**src/rtl/pb_cluster_irq_ctrl.sv**
```systemverilog
// Cluster interrupt aggregator for picobello: latches cluster IRQ events into PENDING,
// masks them with ENABLE and drives one registered external IRQ line per cluster.
// Optional macro PB_IRQ_EDGE_DETECT_EN: defined -> rising-edge events, undefined -> level-sticky.
//
// state   | meaning
// --------+-----------------------------------------------------------
// ST_IDLE | no response outstanding, a request is accepted at once
// ST_RESP | response held on rsp_*; a new request is accepted only
//         | in the cycle the current response is consumed
module pb_cluster_irq_ctrl #(
  parameter int unsigned NumClusters = 4,
  parameter int unsigned SyncStages  = 0
) (
  input  logic                   clk_i,
  input  logic                   rst_i,
  input  logic [NumClusters-1:0] cluster_irq_i,
  input  logic                   req_valid_i,
  output logic                   req_ready_o,
  input  logic                   req_write_i,
  input  logic [3:0]             req_addr_i,
  input  logic [31:0]            req_wdata_i,
  output logic                   rsp_valid_o,
  input  logic                   rsp_ready_i,
  output logic [31:0]            rsp_rdata_o,
  output logic                   rsp_error_o,
  output logic [NumClusters-1:0] ext_irq_o
);

  if (NumClusters < 1 || NumClusters > 32) begin : g_bad_num_clusters
    $error("pb_cluster_irq_ctrl: NumClusters must be within 1..32");
  end
  if (SyncStages > 2) begin : g_bad_sync_stages
    $error("pb_cluster_irq_ctrl: SyncStages must be within 0..2");
  end

  typedef enum logic {
    ST_IDLE = 1'b0,
    ST_RESP = 1'b1
  } state_e;

  localparam logic [1:0] RegPending = 2'd0;
  localparam logic [1:0] RegEnable  = 2'd1;
  localparam logic [1:0] RegSet     = 2'd2;
  localparam logic [1:0] RegCount   = 2'd3;

  state_e                   state_q;
  logic                     rsp_valid_q;
  logic [31:0]              rsp_rdata_q;
  logic                     rsp_error_q;

  logic [NumClusters-1:0]   pending_q;
  logic [NumClusters-1:0]   enable_q;
  logic [15:0]              count_q;
  logic [NumClusters-1:0]   ext_irq_q;

  logic [NumClusters-1:0]   irq_sync;
  logic [NumClusters-1:0]   hw_set;

  logic                     accept;
  logic                     wr_acc;
  logic [1:0]               reg_sel;
  logic [NumClusters-1:0]   wdata_m;
  logic [NumClusters-1:0]   sw_clr;
  logic [NumClusters-1:0]   sw_set;
  logic                     enable_we;
  logic                     count_clr;
  logic [NumClusters-1:0]   set_vec;
  logic [NumClusters-1:0]   new_set;
  logic [NumClusters-1:0]   pending_d;
  logic [5:0]               new_cnt;
  logic [16:0]              count_sum;
  logic [15:0]              count_d;
  logic [31:0]              rdata_d;
  logic                     error_d;

  // Byte-lane bits and write data above NumClusters carry no meaning.
  logic unused_bits;
  assign unused_bits = ^{req_addr_i[1:0], req_wdata_i};

  function automatic logic [5:0] popcount(input logic [NumClusters-1:0] v);
    logic [5:0] c;
    c = '0;
    for (int i = 0; i < int'(NumClusters); i++) begin
      c = c + 6'(v[i]);
    end
    return c;
  endfunction

  // Optional input synchroniser
  if (SyncStages == 0) begin : g_no_sync
    assign irq_sync = cluster_irq_i;
  end else begin : g_sync
    logic [NumClusters-1:0] sync_q [SyncStages];
    always_ff @(posedge clk_i) begin
      if (rst_i) begin
        for (int i = 0; i < int'(SyncStages); i++) begin
          sync_q[i] <= '0;
        end
      end else begin
        sync_q[0] <= cluster_irq_i;
        for (int i = 1; i < int'(SyncStages); i++) begin
          sync_q[i] <= sync_q[i-1];
        end
      end
    end
    assign irq_sync = sync_q[SyncStages-1];
  end

`ifdef PB_IRQ_EDGE_DETECT_EN
  // Events stay masked until the synchroniser and edge history have refilled after
  // reset, so a source held high across reset never looks like a fresh edge.
  localparam logic [1:0] PrimeCycles = 2'(SyncStages + 1);

  logic [NumClusters-1:0] irq_prev_q;
  logic [1:0]             prime_cnt_q;
  logic                   primed;

  assign primed = (prime_cnt_q == PrimeCycles);

  always_ff @(posedge clk_i) begin
    if (rst_i) begin
      irq_prev_q  <= '0;
      prime_cnt_q <= '0;
    end else begin
      irq_prev_q <= irq_sync;
      if (!primed) begin
        prime_cnt_q <= prime_cnt_q + 2'd1;
      end
    end
  end

  assign hw_set = irq_sync & ~irq_prev_q & {NumClusters{primed}};
`else
  assign hw_set = irq_sync;
`endif

  assign req_ready_o = (state_q == ST_IDLE) || rsp_ready_i;
  assign accept      = req_valid_i && req_ready_o;
  assign wr_acc      = accept && req_write_i;
  assign reg_sel     = req_addr_i[3:2];
  assign wdata_m     = req_wdata_i[NumClusters-1:0];

  assign sw_clr    = (wr_acc && reg_sel == RegPending) ? wdata_m : '0;
  assign sw_set    = (wr_acc && reg_sel == RegSet)     ? wdata_m : '0;
  assign enable_we = wr_acc && (reg_sel == RegEnable);
  assign count_clr = wr_acc && (reg_sel == RegCount);

  // Set beats clear; only 0->1 transitions of PENDING are counted as events.
  assign set_vec   = hw_set | sw_set;
  assign new_set   = set_vec & ~pending_q;
  assign pending_d = (pending_q & ~sw_clr) | set_vec;
  assign new_cnt   = popcount(new_set);
  assign count_sum = {1'b0, count_q} + 17'(new_cnt);

  always_comb begin
    count_d = count_sum[15:0];
    if (count_clr) begin
      count_d = 16'(new_cnt);
    end else if (count_sum[16]) begin
      count_d = 16'hFFFF;
    end
  end

  // Read data reflects register contents before this cycle's side effects.
  always_comb begin
    rdata_d = '0;
    error_d = 1'b0;
    if (!req_write_i) begin
      unique case (reg_sel)
        RegPending: rdata_d = 32'(pending_q);
        RegEnable:  rdata_d = 32'(enable_q);
        RegSet: begin
          rdata_d = '0;
          error_d = 1'b1;
        end
        RegCount:   rdata_d = 32'(count_q);
        default:    rdata_d = '0;
      endcase
    end
  end

  always_ff @(posedge clk_i) begin
    if (rst_i) begin
      pending_q <= '0;
      enable_q  <= '0;
      count_q   <= '0;
      ext_irq_q <= '0;
    end else begin
      pending_q <= pending_d;
      count_q   <= count_d;
      if (enable_we) begin
        enable_q <= wdata_m;
      end
      ext_irq_q <= pending_q & enable_q;
    end
  end

  always_ff @(posedge clk_i) begin
    if (rst_i) begin
      state_q     <= ST_IDLE;
      rsp_valid_q <= 1'b0;
      rsp_rdata_q <= '0;
      rsp_error_q <= 1'b0;
    end else begin
      unique case (state_q)
        ST_IDLE: begin
          if (accept) begin
            state_q     <= ST_RESP;
            rsp_valid_q <= 1'b1;
            rsp_rdata_q <= rdata_d;
            rsp_error_q <= error_d;
          end
        end
        ST_RESP: begin
          if (accept) begin
            rsp_valid_q <= 1'b1;
            rsp_rdata_q <= rdata_d;
            rsp_error_q <= error_d;
          end else if (rsp_ready_i) begin
            state_q     <= ST_IDLE;
            rsp_valid_q <= 1'b0;
          end
        end
        default: begin
          state_q     <= ST_IDLE;
          rsp_valid_q <= 1'b0;
        end
      endcase
    end
  end

  assign rsp_valid_o = rsp_valid_q;
  assign rsp_rdata_o = rsp_rdata_q;
  assign rsp_error_o = rsp_error_q;
  assign ext_irq_o   = ext_irq_q;

endmodule

```
**config.mk**
```make
export PLATFORM = sky130hd
export DESIGN_NAME = pb_cluster_irq_ctrl
export DESIGN_NICKNAME = d
export VERILOG_FILES = /design/src/rtl/pb_cluster_irq_ctrl.sv
export SDC_FILE = /design/constraint.sdc
export NUM_CORES = 1
export LEC_CHECK = 0
export BUFFER_PORTS_ARGS = -buffer_cell sky130_fd_sc_hd__buf_4
export CORE_MARGIN = 4
export CORE_UTILIZATION = 30
export DETAILED_ROUTE_END_ITERATION = 7
export HOLD_SLACK_MARGIN = 0.12
export PLACE_DENSITY = 0.49
export RECOVER_POWER = 25
export SLEW_MARGIN = 20
export SYNTH_ARGS = -nofsm -noshare
export SYNTH_HDL_FRONTEND = slang
export SYNTH_SLANG_ARGS = --single-unit
```
**constraint.sdc**
```tcl
create_clock -name clk_i -period 5 [get_ports clk_i]
set_input_delay 0.5 -clock clk_i [delete_from_list [all_inputs] [get_ports clk_i]]
set_output_delay 0.5 -clock clk_i [all_outputs]
set_load 0.005 [all_outputs]
```
== Word level (Yosys, flattened, before mapping) ==
Index checks and enable logic that the tools add are counted.
Word-level totals
  register bits after elaboration: 63
  output and inout bits: 39
Operators by class
  $add $sub $neg: 4
  equal/unequal tests: 5
  mux-type cells: 18
  bitwise gates (word level): 8
  reductions and logical operators: 10
Operators with widths (number)
  32-bit one-hot mux with 4 select lines: 1
  32-bit two-way mux: 2
  16-bit by 4-bit adder with 17-bit output: 1
  16-bit two-way mux: 1
  4-bit AND: 3
  1-bit two-way mux: 9
  4-bit two-way mux: 2
  4-bit NOT: 2
  4-bit OR: 2
  1-bit logical AND: 6
  6-bit two-way mux: 1
  3-bit by 1-bit adder with 4-bit output: 1
  2-bit == test, second input constant: 2
  1-bit one-hot mux with 2 select lines: 2
  2-bit by 1-bit adder with 3-bit output: 1
  3-bit by 2-bit != test with 1-bit output, second input constant: 1
  1-bit by 1-bit adder with 2-bit output: 1
  2-bit by 1-bit == test with 1-bit output, second input constant: 1
  2-bit zero test: 1
  2-bit != test, second input constant: 1
  2-bit AND reduction: 1
  2-bit OR reduction: 1
  1-bit logical OR: 1
  1-bit NOT: 1

== Longest topological paths before layout ==
Gate-level depths: netlist of run 1.
  depth after elaboration: 14
  depth in mapped cells: 15
  depth with buffers taken out: 13

== Least setup slack after synthesis of run 1 ==
No wires, ideal clock.
  path type: input port to flip-flop
  start point: input port req_addr_i[2]
  end point: register count_q[14]
  arrival time: 3.655 ns
  required time: 4.926 ns
  path slack: 1.271 ns
  cell stages on the path: 14
  path buffers: 1
  path through: buf_4 nand3b_1 nor3_1 a21oi_1 nor2_1 fa_1 ha_1 ha_1 inv_1 fa_1 nor2b_1 o21ai_1 or4_1 a31oi_1
On the way
  word-level cells in the longest chain between the ends: 10
  elaborated cells on any way between the ends: 13
  classes of those cells: add/sub: 4; eq/ne: 2; mux: 2; bitwise: 2; reduce/logical: 3
Ends and longest elaborated chain
  start, declared: RTL line 20  | input logic [3:0] req_addr_i,
  2-bit == test: RTL line 144  | assign sw_set = (wr_acc && reg_sel == RegSet) ? wdata_m : '0;
  1-bit logical AND: RTL line 144
  4-bit two-way mux: RTL line 144
  4-bit OR: RTL line 149  | assign set_vec = hw_set | sw_set;
  4-bit AND: RTL line 150  | assign new_set = set_vec & ~pending_q;
  1-bit by 1-bit adder with 2-bit output: RTL line 84  | c = c + 6'(v[i]);
  2-bit by 1-bit adder with 3-bit output: RTL line 84
  3-bit by 1-bit adder with 4-bit output: RTL line 84
  16-bit by 4-bit adder with 17-bit output: RTL line 153  | assign count_sum = {1'b0, count_q} + 17'(new_cnt);
  16-bit two-way mux: RTL line 159  | end else if (count_sum[16]) begin
  end signal, assigned: RTL line 190  | count_q <= count_d;
  end, declared: RTL line 53  | logic [15:0] count_q;
Parallel ways exist; a longest one is shown, timed or not.
A chain may end at the register's enable or synchronous reset.

== Final worst setup path of run 1 ==
  start point: register state_q
  end point: register count_q[1]
On the way
  word-level cells in the longest chain between the ends: 14
  elaborated cells on any way between the ends: 15
  classes of those cells: add/sub: 4; mux: 3; bitwise: 3; reduce/logical: 5
Ends and longest elaborated chain
  start, declared: RTL line 46  | state_e state_q;
  start signal, assigned: RTL line 200  | state_q <= ST_IDLE;
  start signal, assigned: RTL line 208  | state_q <= ST_RESP;
  start signal, assigned: RTL line 220  | state_q <= ST_IDLE;
  1-bit NOT (*)
  1-bit logical OR (*): RTL line 137  | assign req_ready_o = (state_q == ST_IDLE) || rsp_ready_i;
  1-bit logical AND (*): RTL line 138  | assign accept = req_valid_i && req_ready_o;
  1-bit logical AND (*): RTL line 139  | assign wr_acc = accept && req_write_i;
  1-bit logical AND: RTL line 144
  4-bit two-way mux: RTL line 144
  4-bit OR: RTL line 149
  4-bit AND: RTL line 150
  1-bit by 1-bit adder with 2-bit output: RTL line 84
  2-bit by 1-bit adder with 3-bit output: RTL line 84
  3-bit by 1-bit adder with 4-bit output: RTL line 84
  16-bit by 4-bit adder with 17-bit output: RTL line 153
  16-bit two-way mux: RTL line 159
  6-bit two-way mux (*): RTL line 157  | if (count_clr) begin
Every way passes the cells marked *; elsewhere a longest branch is shown, timed or not.

==> impl_metrics.csv, run 1 <==
group,metric,value,unit
timing,slew_violations,36,
grt,grt_max_degree,36,
placed_design,gp_congestion,0.764,
logic_synthesis,synth_cells,253,
logic_synthesis,synth_flop_cell,"dfxtp_1",
placed_design,dp_hpwl,3600,microns
cts,clock_sinks,47,
timing,whs,0.411,ns
grt,antenna_found_initial,0,
floorplan,fp.dieW,94.7,microns
timing,fmax,0.244,GHz
worst_hold_path,hold_path.class,"in2reg",
finish,drive_above_1_share,0.201,
outcome,status,"finished with violations",
cts,clk_latency,0.30,ns
timing,period_share,0.820,
setup_path,reg2reg_depth,13,
timing,tns,0,ns
grt,grt_pass1_wl,8220,microns
detailed_routing,routed_wirelength,4870,microns
setup_path,reg2reg_from,"state_q$_SDFF_PP0_",
floorplan,die_h,94.7,microns
finish,syn_to_final_growth,17.4,%
setup_path,cp-start-kind,"flip-flop",
logic_synthesis,async_flop_share,0,
outcome,violations,"capacitance limit, slew limit",
detailed_routing,via_count,1779,
setup_path,cp_max_fo,13,
logic_synthesis,synth_edf_count,0,
placed_design,portBuffers,37,
finish,fin_cells,383,
finish,design_area,2650,sq um
logic_synthesis,ys_ff_latch,47,
finish,fillCellCount,788,
cts,cts_resized,0,
detailed_routing,wl_per_cell,12.7,microns
logic_synthesis,seq_area_frac_synth,0.417,
grt,grt_pass1_vias,1645,
finish,utilization,0.363,
placed_design,postPlaceCellArea,2540,sq um
pwr,p_leak,1.03,nW
cts,post-cts-setup-buffers,0,
setup_path,startpoint,"state_q$_SDFF_PP0_",
logic_synthesis,synth.distinct_cells,47,
detailed_routing,drtIter0Drc,130,
pwr,finalPower,0.807,mW
cts,root_buffer,"clkbuf_8",
timing,setup_violations,0,
placed_design,dp_slack,0.615,ns
run,cap_violations,1,
timing,max_slew_margin,-0.0345,
timing,fin_ws,0.900,ns
timing,rsz0062_at_grt,"no",
setup_path,r2r_end,"count_q[1]$_SDFF_PP0_",
cts,ctsHoldBuffers,0,
finish,antenna_cells,0,
setup_path,cp-end-kind,"flip-flop",
floorplan,io-pin-count,84,
setup_path,crit_type,"reg2reg",
detailed_routing,vias_per_cell,4.64,
detailed_routing,final_antenna_net_count,0,
cts,cts_buffers,5,
floorplan,die_area,8980,sq um
cts,cts.path.max_buffers,2,
timing,finClkSkew,0.00484,ns
setup_path,crit_arrival,4.30,ns
pwr,power_density,304,nW/um^2
floorplan,start_util,0.310,
detailed_routing,drcViolationCount,0,
cts,cts_tree,"done",
timing,tightestPinTransition,1.55,ns
setup_path,cp-endpoint,"count_q[1]$_SDFF_PP0_",
grt,overflow,0,
logic_synthesis,syn_avg_cell_area,8.92,sq um
finish,finalNetCount,335,
placed_design,placed_cells,375,
detailed_routing,dr.pass1.iters,7,
setup_path,regToRegSetupSlack,0.90,ns
logic_synthesis,netlist_area,2260,sq um
cts,cts.clk_slew.worst_paths,0.09,ns
floorplan,rows,31,
timing,hold_viol_final,0,
pwr,ir_drop,0.141,mV
grt,grtUsageTotal,0.114,
timing,min_period,4.10,ns
logic_synthesis,ys_warn_count,0,
cts,cts_max_level,2,
setup_path,cp.required,5.20,ns
floorplan,coreArea,7290,sq um
layout make-up:
class	instances	area (sq um)	share of cell area
inverter	11	41.3	0.0156
clock buffer	6	82.6	0.0312
clock inverter	2	35.0	0.0132
multi-input combinational	181	1150	0.435
tap	99	124	0.0467
sequential	47	941	0.355
timing repair buffer	37	274	0.103
critical path, cell delays in order, from the launching register on:
cell      delay (ns)
dfxtp_1         0.31
nor2b_2         0.20
nor3_1          0.41
a21oi_1         0.17
nor2_1          0.15
fa_1            0.44
ha_1            0.21
ha_1            0.31
inv_1           0.06
fa_1            0.43
nor2b_1         0.30
o211a_1         0.29
nand2_1         0.35
a311oi_2        0.36
flip-flops by register name, summed over array words and instances, names as in the netlist:
| name | flops |
|---|---|
| rsp_error_o | 1 |
| count_q | 16 |
| state_q | 1 |
| enable_q | 4 |
| pending_q | 4 |
| ext_irq_o | 4 |
| rsp_valid_o | 1 |
| rsp_rdata_o | 16 |
Yosys cell counts, types with 2 or more instances:
cell type / n / area (sq um)
nand3_1: 4 / 20.0
nor2_1: 31 / 116
a31oi_1: 4 / 25.0
xnor2_1: 4 / 35.0
a22oi_1: 16 / 120
a311oi_1: 2 / 17.5
or4b_1: 2 / 20.0
ha_1: 5 / 62.6
inv_1: 9 / 33.8
a211oi_1: 4 / 30.0
o21ai_0: 6 / 30.0
mux2_2: 3 / 33.8
dfxtp_1: 47 / 941
xor2_1: 5 / 43.8
or4_1: 4 / 30.0
o31ai_1: 2 / 15.0
fa_1: 2 / 40.0
mux2i_1: 5 / 50.1
or3_1: 4 / 25.0
a21oi_1: 25 / 125
inv_2: 2 / 7.51
nand2_1: 16 / 60.1
buf_4: 19 / 143
nor4_2: 2 / 25.0
clkbuf_1: 4 / 15.0
buf_2: 5 / 25.0
routing by layer:
metal / up-vias / part of all wire / global-route usage
li1: 922 / - / -
met1: 813 / 0.52 / 0.171
met2: 40 / 0.43 / 0.161
met3: 4 / 0.047 / 0.0231
met4: 0 / 0.0074 / 0.0361
met5: - / 0 / 0
kinds of logic after synthesis:
family / after synthesis / share of synthesized area
AOI/OAI and AO/OA: 67 / 0.193
adders and majority gates: 7 / 0.0455
other: 1 / 0.00166
DFF: 47 / 0.417
xor gates and xnor gates: 9 / 0.0349
muxes: 8 / 0.0371
and+or+nand+nor: 74 / 0.170
buffers and inverters: 40 / 0.101
how the worst min path moves through the flow:
| stage | from | endpoint | slack, ns | cells past startpoint |
|---|---|---|---|---|
| global placement | state_q$_SDFF_PP0_ | rsp_valid_o$_SDFFE_PP0P_ | 0.43 | 1 |
| floorplan | enable_q[0]$_SDFFE_PP0P_ | ext_irq_o[0]$_SDFF_PP0_ | 0.42 | 2 |
| global route | rsp_ready_i | rsp_valid_o$_SDFFE_PP0P_ | 0.41 | 2 |
| detailed placement | enable_q[0]$_SDFFE_PP0P_ | ext_irq_o[0]$_SDFF_PP0_ | 0.44 | 2 |
| CTS | rsp_ready_i | rsp_valid_o$_SDFFE_PP0P_ | 0.40 | 2 |
| finish | rsp_ready_i | rsp_valid_o$_SDFFE_PP0P_ | 0.41 | 2 |
layout by cell type, fill, tap and decap left out, types with 2 or more instances in the layout:
cell / count
dfxtp_1: 47
nor2_1: 31
a21oi_1: 25
buf_4: 25
nand2_1: 16
a22oi_1: 16
conb_1: 16
clkbuf_4: 11
inv_1: 9
o21ai_0: 6
clkbuf_8: 6
xor2_1: 5
mux2i_1: 5
ha_1: 5
or3_1: 4
nand3_1: 4
or4_1: 4
a31oi_1: 4
xnor2_1: 4
a211oi_1: 4
mux2_2: 3
inv_2: 2
or4b_1: 2
o31ai_1: 2
a311oi_1: 2
fa_1: 2
where the power goes:
| part | internal, mW | leakage [nW] | switching, mW |
|---|---|---|---|
| sequential | 0.390 | 0.381 | 0.0134 |
| clock | 0.162 | 0.0612 | 0.127 |
| combinational | 0.0511 | 0.589 | 0.0630 |
| total | 0.603 | 1.03 | 0.204 |
No activity file was read; power rests on OpenSTA's default activity.
==> run 2: changes to the inputs <==
PLACE_DENSITY = 0.51   (was 0.49)
clock period = 3.4 ns   (was 5 ns; I/O delays follow)
==> run 2 against run 1 <==
The flow now finishes without violations. Critical path depth rose by 1. Largest power group unchanged. Count of clock-buffer cells in the layout fell by 1. First-iteration DRC count fell by 57%. Die area did not move. Wire length rose by 3.8%.
==> impl_metrics.csv, run 2 (synthesized netlist as in run 1, its figures left out) <==
group,metric,value,unit
setup_path,crit_type,"reg2reg",
floorplan,coreArea,7290,sq um
finish,final_common_cell,"dfxtp_1",
finish,drive_above_1_share,0.285,
setup_path,slowest_delay,0.52,ns
setup_path,cp_cell_sequence,"nor2b_4 -> nor3_2 -> buf_4 -> a21oi_4 -> nor2_2 -> fa_1 -> ha_4 -> ha_4 -> inv_1 -> fa_2 -> nor2b_4 -> o21ai_1 -> or4_1 -> a31oi_1",
placed_design,placed_cells,396,
detailed_routing,drtIter0Drc,56,
timing,tns,0,ns
grt,grt_max_degree,36,
pwr,power_density,449,nW/um^2
floorplan,die_h,94.7,microns
setup_path,cp.required,3.63,ns
detailed_routing,drcViolationCount,0,
setup_path,crit_arrival,3.48,ns
timing,tightestPinTransition,0.720,ns
finish,final_cell_mix,"dfxtp_1, buf_4, nor2_1",
floorplan,io-pin-count,84,
cts,cts_tree,"done",
timing,period_share,0.956,
timing,hold_viol_final,0,
cts,root_buffer,"clkbuf_8",
finish,antenna_cells,0,
cts,cts.clk_slew.worst_paths,0.09,ns
detailed_routing,dr.pass1.iters,4,
cts,cts_buffers,5,
floorplan,die_area,8980,sq um
cts,clk_latency,0.30,ns
pwr,ir_drop,0.164,mV
cts,post-cts-setup-buffers,0,
timing,rsz0062_at_grt,"no",
placed_design,portBuffers,37,
finish,fin_cells,404,
setup_path,cp-end-kind,"flip-flop",
timing,whs,0.261,ns
outcome,status,"finished, final reports clean",
setup_path,cp_max_fo,4,
detailed_routing,routed_wirelength,5050,microns
cts,cts.path.max_buffers,2,
cts,ctsHoldBuffers,0,
placed_design,gp_congestion,0.794,
placed_design,dp_hpwl,3860,microns
detailed_routing,final_antenna_net_count,0,
grt,overflow,0,
worst_hold_path,hold_path.class,"in2reg",
cts,cts_resized,0,
cts,clock_sinks,47,
floorplan,fp.dieW,94.7,microns
timing,fmax,0.308,GHz
finish,syn_to_final_growth,28.3,%
grt,grtUsageTotal,0.119,
cts,cts_max_level,2,
grt,antenna_found_initial,0,
detailed_routing,vias_per_cell,4.62,
grt,grt_pass1_wl,8600,microns
finish,finalNetCount,356,
pwr,p_leak,1.14,nW
timing,slew_violations,0,
setup_path,cp-start-kind,"flip-flop",
floorplan,start_util,0.310,
run,cap_violations,0,
timing,setup_violations,0,
timing,max_slew_margin,0.516,
setup_path,cpMaxStageDelayCell,"fa_1",
setup_path,critPathTopFamily,"adder cells",
grt,grt_pass1_vias,1827,
timing,min_period,3.25,ns
floorplan,rows,31,
setup_path,worst-path-buf-inv,2,
detailed_routing,wl_per_cell,12.5,microns
detailed_routing,via_count,1865,
timing,finClkSkew,0.00573,ns
[run 2: cell types whose count changed in the layout (fill, tap and decap cells not counted), sizes merged]
cell,before,now
clkinvlp,0,1
bufinv,1,2
clkbuf,18,17
buf,25,46
clkinv,1,0
[run 2: per-stage QoR]
step	util	power [mW]	area, sq um	setup WS [ns]
after floorplan	-	0.750	2330	0.00845
after global placement	0.370	0.810	2700	-0.134
after detailed placement	0.370	0.818	2700	-0.131
after CTS	0.389	1.31	2840	0.0178
after global routing	0.397	1.37	2900	0.00637
final	0.397	1.30	2900	0.151
[run 2: metal layers]
metal | GRT usage | share of wire
met1 | 0.155 | 0.50
met2 | 0.200 | 0.45
met4 | 0.0397 | 0.013
met5 | 0 | 0
met3 | 0.0199 | 0.037
[run 2: final cells by class]
class                           instances  area (sq um)
Clock buffer                            5          68.8
Clock inverter                          3          67.6
Fill cell                             761          4400
Inverter                               11          41.3
Multi-Input combinational cell        181          1220
Sequential cell                        47           941
Tap cell                               99           124
Timing Repair Buffer                   58           428
[run 2: final timing paths]
path	from	slack (ns)	end	depth (start not counted)
hold reg to reg	enable_q[0]$_SDFFE_PP0P_	0.45	ext_irq_o[0]$_SDFF_PP0_	2
setup / recovery	state_q$_SDFF_PP0_	0.15	count_q[14]$_SDFF_PP0_	14
setup reg to reg	state_q$_SDFF_PP0_	0.15	count_q[14]$_SDFF_PP0_	14
hold / removal	rsp_ready_i	0.26	rsp_valid_o$_SDFFE_PP0P_	2
[run 2: worst reg2reg max path, cell delays in order, from the launching register on]
cell     delay, ns
dfxtp_1       0.34
nor2b_4       0.15
nor3_2        0.05
buf_4         0.16
a21oi_4       0.16
nor2_2        0.06
fa_1          0.52
ha_4          0.19
ha_4          0.26
inv_1         0.05
fa_2          0.39
nor2b_4       0.15
o21ai_1       0.08
or4_1         0.46
a31oi_1       0.16
[run 2: power by group]
| part | internal, mW | leakage (nW) | total [mW] | switching [mW] |
|---|---|---|---|---|
| registers | 0.574 | 0.381 | 0.594 | 0.0205 |
| clock network | 0.293 | 0.0644 | 0.484 | 0.191 |
| logic | 0.113 | 0.691 | 0.223 | 0.111 |
| total | 0.980 | 1.14 | 1.30 | 0.322 |
==> run 3: changes to the inputs <==
PLACE_DENSITY = 0.61   (was 0.51)
==> run 3 against run 2 <==
Count of clock-buffer cells in the layout is the same. Clock power barely moved. Highest routed layer unchanged. Clock skew is 0.0013 ns lower. Maximum frequency shrank 1.8%. Wire length down 2.2%. Global-route usage decreased by 0.66 points. Final area is 0.43% higher. Largest cell class unchanged.
==> impl_metrics.csv, run 3 (synthesized netlist as in run 1, its figures left out) <==
group,metric,value,unit
detailed_routing,drtIter0Drc,107,
grt,grt_max_degree,36,
detailed_routing,routed_wirelength,4940,microns
placed_design,portBuffers,37,
cts,cts_tree,"done",
setup_path,cp.required,3.59,ns
finish,antenna_cells,0,
detailed_routing,wl_per_cell,12.2,microns
floorplan,rows,31,
floorplan,start_util,0.310,
pwr,netSwitchingFraction,0.246,
pwr,p_leak,1.14,nW
setup_path,r2r_end,"count_q[14]$_SDFF_PP0_",
detailed_routing,dr.pass1.iters,4,
detailed_routing,vias_per_cell,4.76,
grt,antenna_found_initial,0,
timing,fin_ws,0.0916,ns
timing,period_share,0.973,
detailed_routing,via_count,1924,
detailed_routing,met2_length,2280,microns
grt,overflow,0,
pwr,p_seq_frac,0.459,
timing,hold_viol_final,0,
cts,cts.path.max_buffers,2,
floorplan,io-pin-count,84,
setup_path,cpMaxStageDelayCell,"fa_1",
detailed_routing,met1_length,2340,microns
finish,fillCellCount,745,
grt,grtUsageTotal,0.113,
setup_path,worst-path-buf-inv,3,
setup_path,reg2reg_from,"state_q$_SDFF_PP0_",
worst_hold_path,min_from,"rsp_ready_i",
timing,slew_violations,0,
pwr,ir_drop,0.194,mV
pwr,p_switching,0.318,mW
detailed_routing,final_antenna_net_count,0,
floorplan,die_area,8980,sq um
pwr,comb_power_share,0.164,
timing,finClkSkew,0.00441,ns
finish,finalNetCount,356,
placed_design,dp_hpwl,3580,microns
pwr,clkPwrFrac,0.377,
detailed_routing,top_layer,"met4",
cts,ctsHoldBuffers,0,
grt,grt_pass1_vias,1750,
finish,final_common_cell,"dfxtp_1",
timing,min_period,3.31,ns
finish,drive_above_1_share,0.292,
timing,tns,0,ns
timing,fmax,0.302,GHz
cts,root_buffer,"clkbuf_8",
pwr,power_density,445,nW/um^2
floorplan,fp.dieW,94.7,microns
timing,max_slew_margin,0.527,
run,cap_violations,0,
cts,cts_buffers,5,
setup_path,slowest_delay,0.53,ns
worst_hold_path,min_to,"rsp_valid_o$_SDFFE_PP0P_",
outcome,status,"finished, final reports clean",
floorplan,coreArea,7290,sq um
pwr,cellInternalPower,0.975,mW
detailed_routing,drcViolationCount,0,
setup_path,regToRegSetupSlack,0.09,ns
setup_path,reg2reg_depth,15,
setup_path,crit_type,"reg2reg",
setup_path,cp_cell_sequence,"nor2b_4 -> nor3_2 -> buf_4 -> a21oi_4 -> nor2_1 -> fa_1 -> ha_4 -> ha_4 -> inv_1 -> fa_2 -> nor2b_4 -> o21ai_2 -> buf_4 -> o31ai_1 -> a31oi_4",
cts,clock_sinks,47,
cts,clk_latency,0.30,ns
finish,final_cell_mix,"dfxtp_1, buf_4, nor2_1",
timing,tightestPinTransition,0.704,ns
placed_design,gp_congestion,0.780,
cts,cts.clk_slew.worst_paths,0.09,ns
worst_hold_path,hold_path.class,"in2reg",
setup_path,critPathTopFamily,"adder cells",
detailed_routing,met3_length,234,microns
cts,cts_max_level,2,
setup_path,crit_arrival,3.49,ns
setup_path,cp-start-kind,"flip-flop",
worst_hold_path,hold_depth,2,
floorplan,die_h,94.7,microns
timing,setup_violations,0,
grt,grt_pass1_wl,8020,microns
setup_path,cp-end-kind,"flip-flop",
placed_design,dp_slack,-0.132,ns
finish,syn_to_final_growth,28.8,%
setup_path,cp_max_fo,4,
==> run 3: per-stage QoR <==
stage               power, mW  instances  hold slack [ns]  instance area, sq um  utilization
finish                   1.29        404            0.251                  2910        0.399
global route             1.35        404            0.261                  2910        0.399
CTS                      1.29        403            0.231                  2830        0.388
detailed placement      0.808        395            0.440                  2690        0.369
global placement        0.805        395            0.429                  2690        0.369
floorplan               0.750        268            0.420                  2330            -
==> run 3: layout make-up <==
cell class,count,area (sq um),area share
clock inverter,3,67.6,0.0232
multi-input combinational,181,1230,0.424
timing repair buffer,58,432,0.148
inverter,11,41.3,0.0142
clock buffer,5,68.8,0.0237
sequential,47,942,0.324
tap,99,124,0.0426
==> run 3: repair_timing <==
item | 4_1_cts | 5_1_grt
buffers inserted | 0 | 1
setup endpoints to repair | 0 | 16
gates resized for setup | 0 | 15
==> run 3: worst max-delay path by stage <==
stage | start | end | slack [ns] | depth (start not counted)
after CTS | state_q$_SDFF_PP0_ | count_q[14]$_SDFF_PP0_ | 0.04 | 14
after global placement | req_addr_i[2] | count_q[14]$_SDFF_PP0_ | -0.15 | 15
after floorplan | req_addr_i[2] | count_q[14]$_SDFF_PP0_ | 0.008 | 14
after detailed placement | req_addr_i[2] | count_q[14]$_SDFF_PP0_ | -0.13 | 15
final | state_q$_SDFF_PP0_ | count_q[14]$_SDFF_PP0_ | 0.09 | 15
after global routing | state_q$_SDFF_PP0_ | count_q[14]$_SDFF_PP0_ | -0.04 | 15
==> run 3: worst reg2reg max path: cells and delay by family, from the launching register on <==
| family | cells | cell delay, ns |
|---|---|---|
| fa+ha+maj | 4 | 1.37 |
| compound gates | 4 | 0.73 |
| simple gates | 4 | 0.42 |
| buf+inv | 3 | 0.34 |
| flops | 1 | 0.33 |
==> run 3: routing by layer <==
layer  vias to the layer above  global-route usage
met2                        43               0.180
met3                         7              0.0263
li1                        970                   -
met5                         -                   0
met4                         0              0.0505
met1                       904               0.144
==> run 3: power by group through the flow <==
| stage | logic [mW] | clock network, mW | registers (mW) |
|---|---|---|---|
| global route | 0.242 | 0.515 | 0.598 |
| CTS | 0.202 | 0.499 | 0.593 |
| global placement | 0.199 | 0 | 0.606 |
| detailed placement | 0.202 | 0 | 0.606 |
| finish | 0.212 | 0.487 | 0.594 |
| floorplan | 0.150 | 0 | 0.600 |
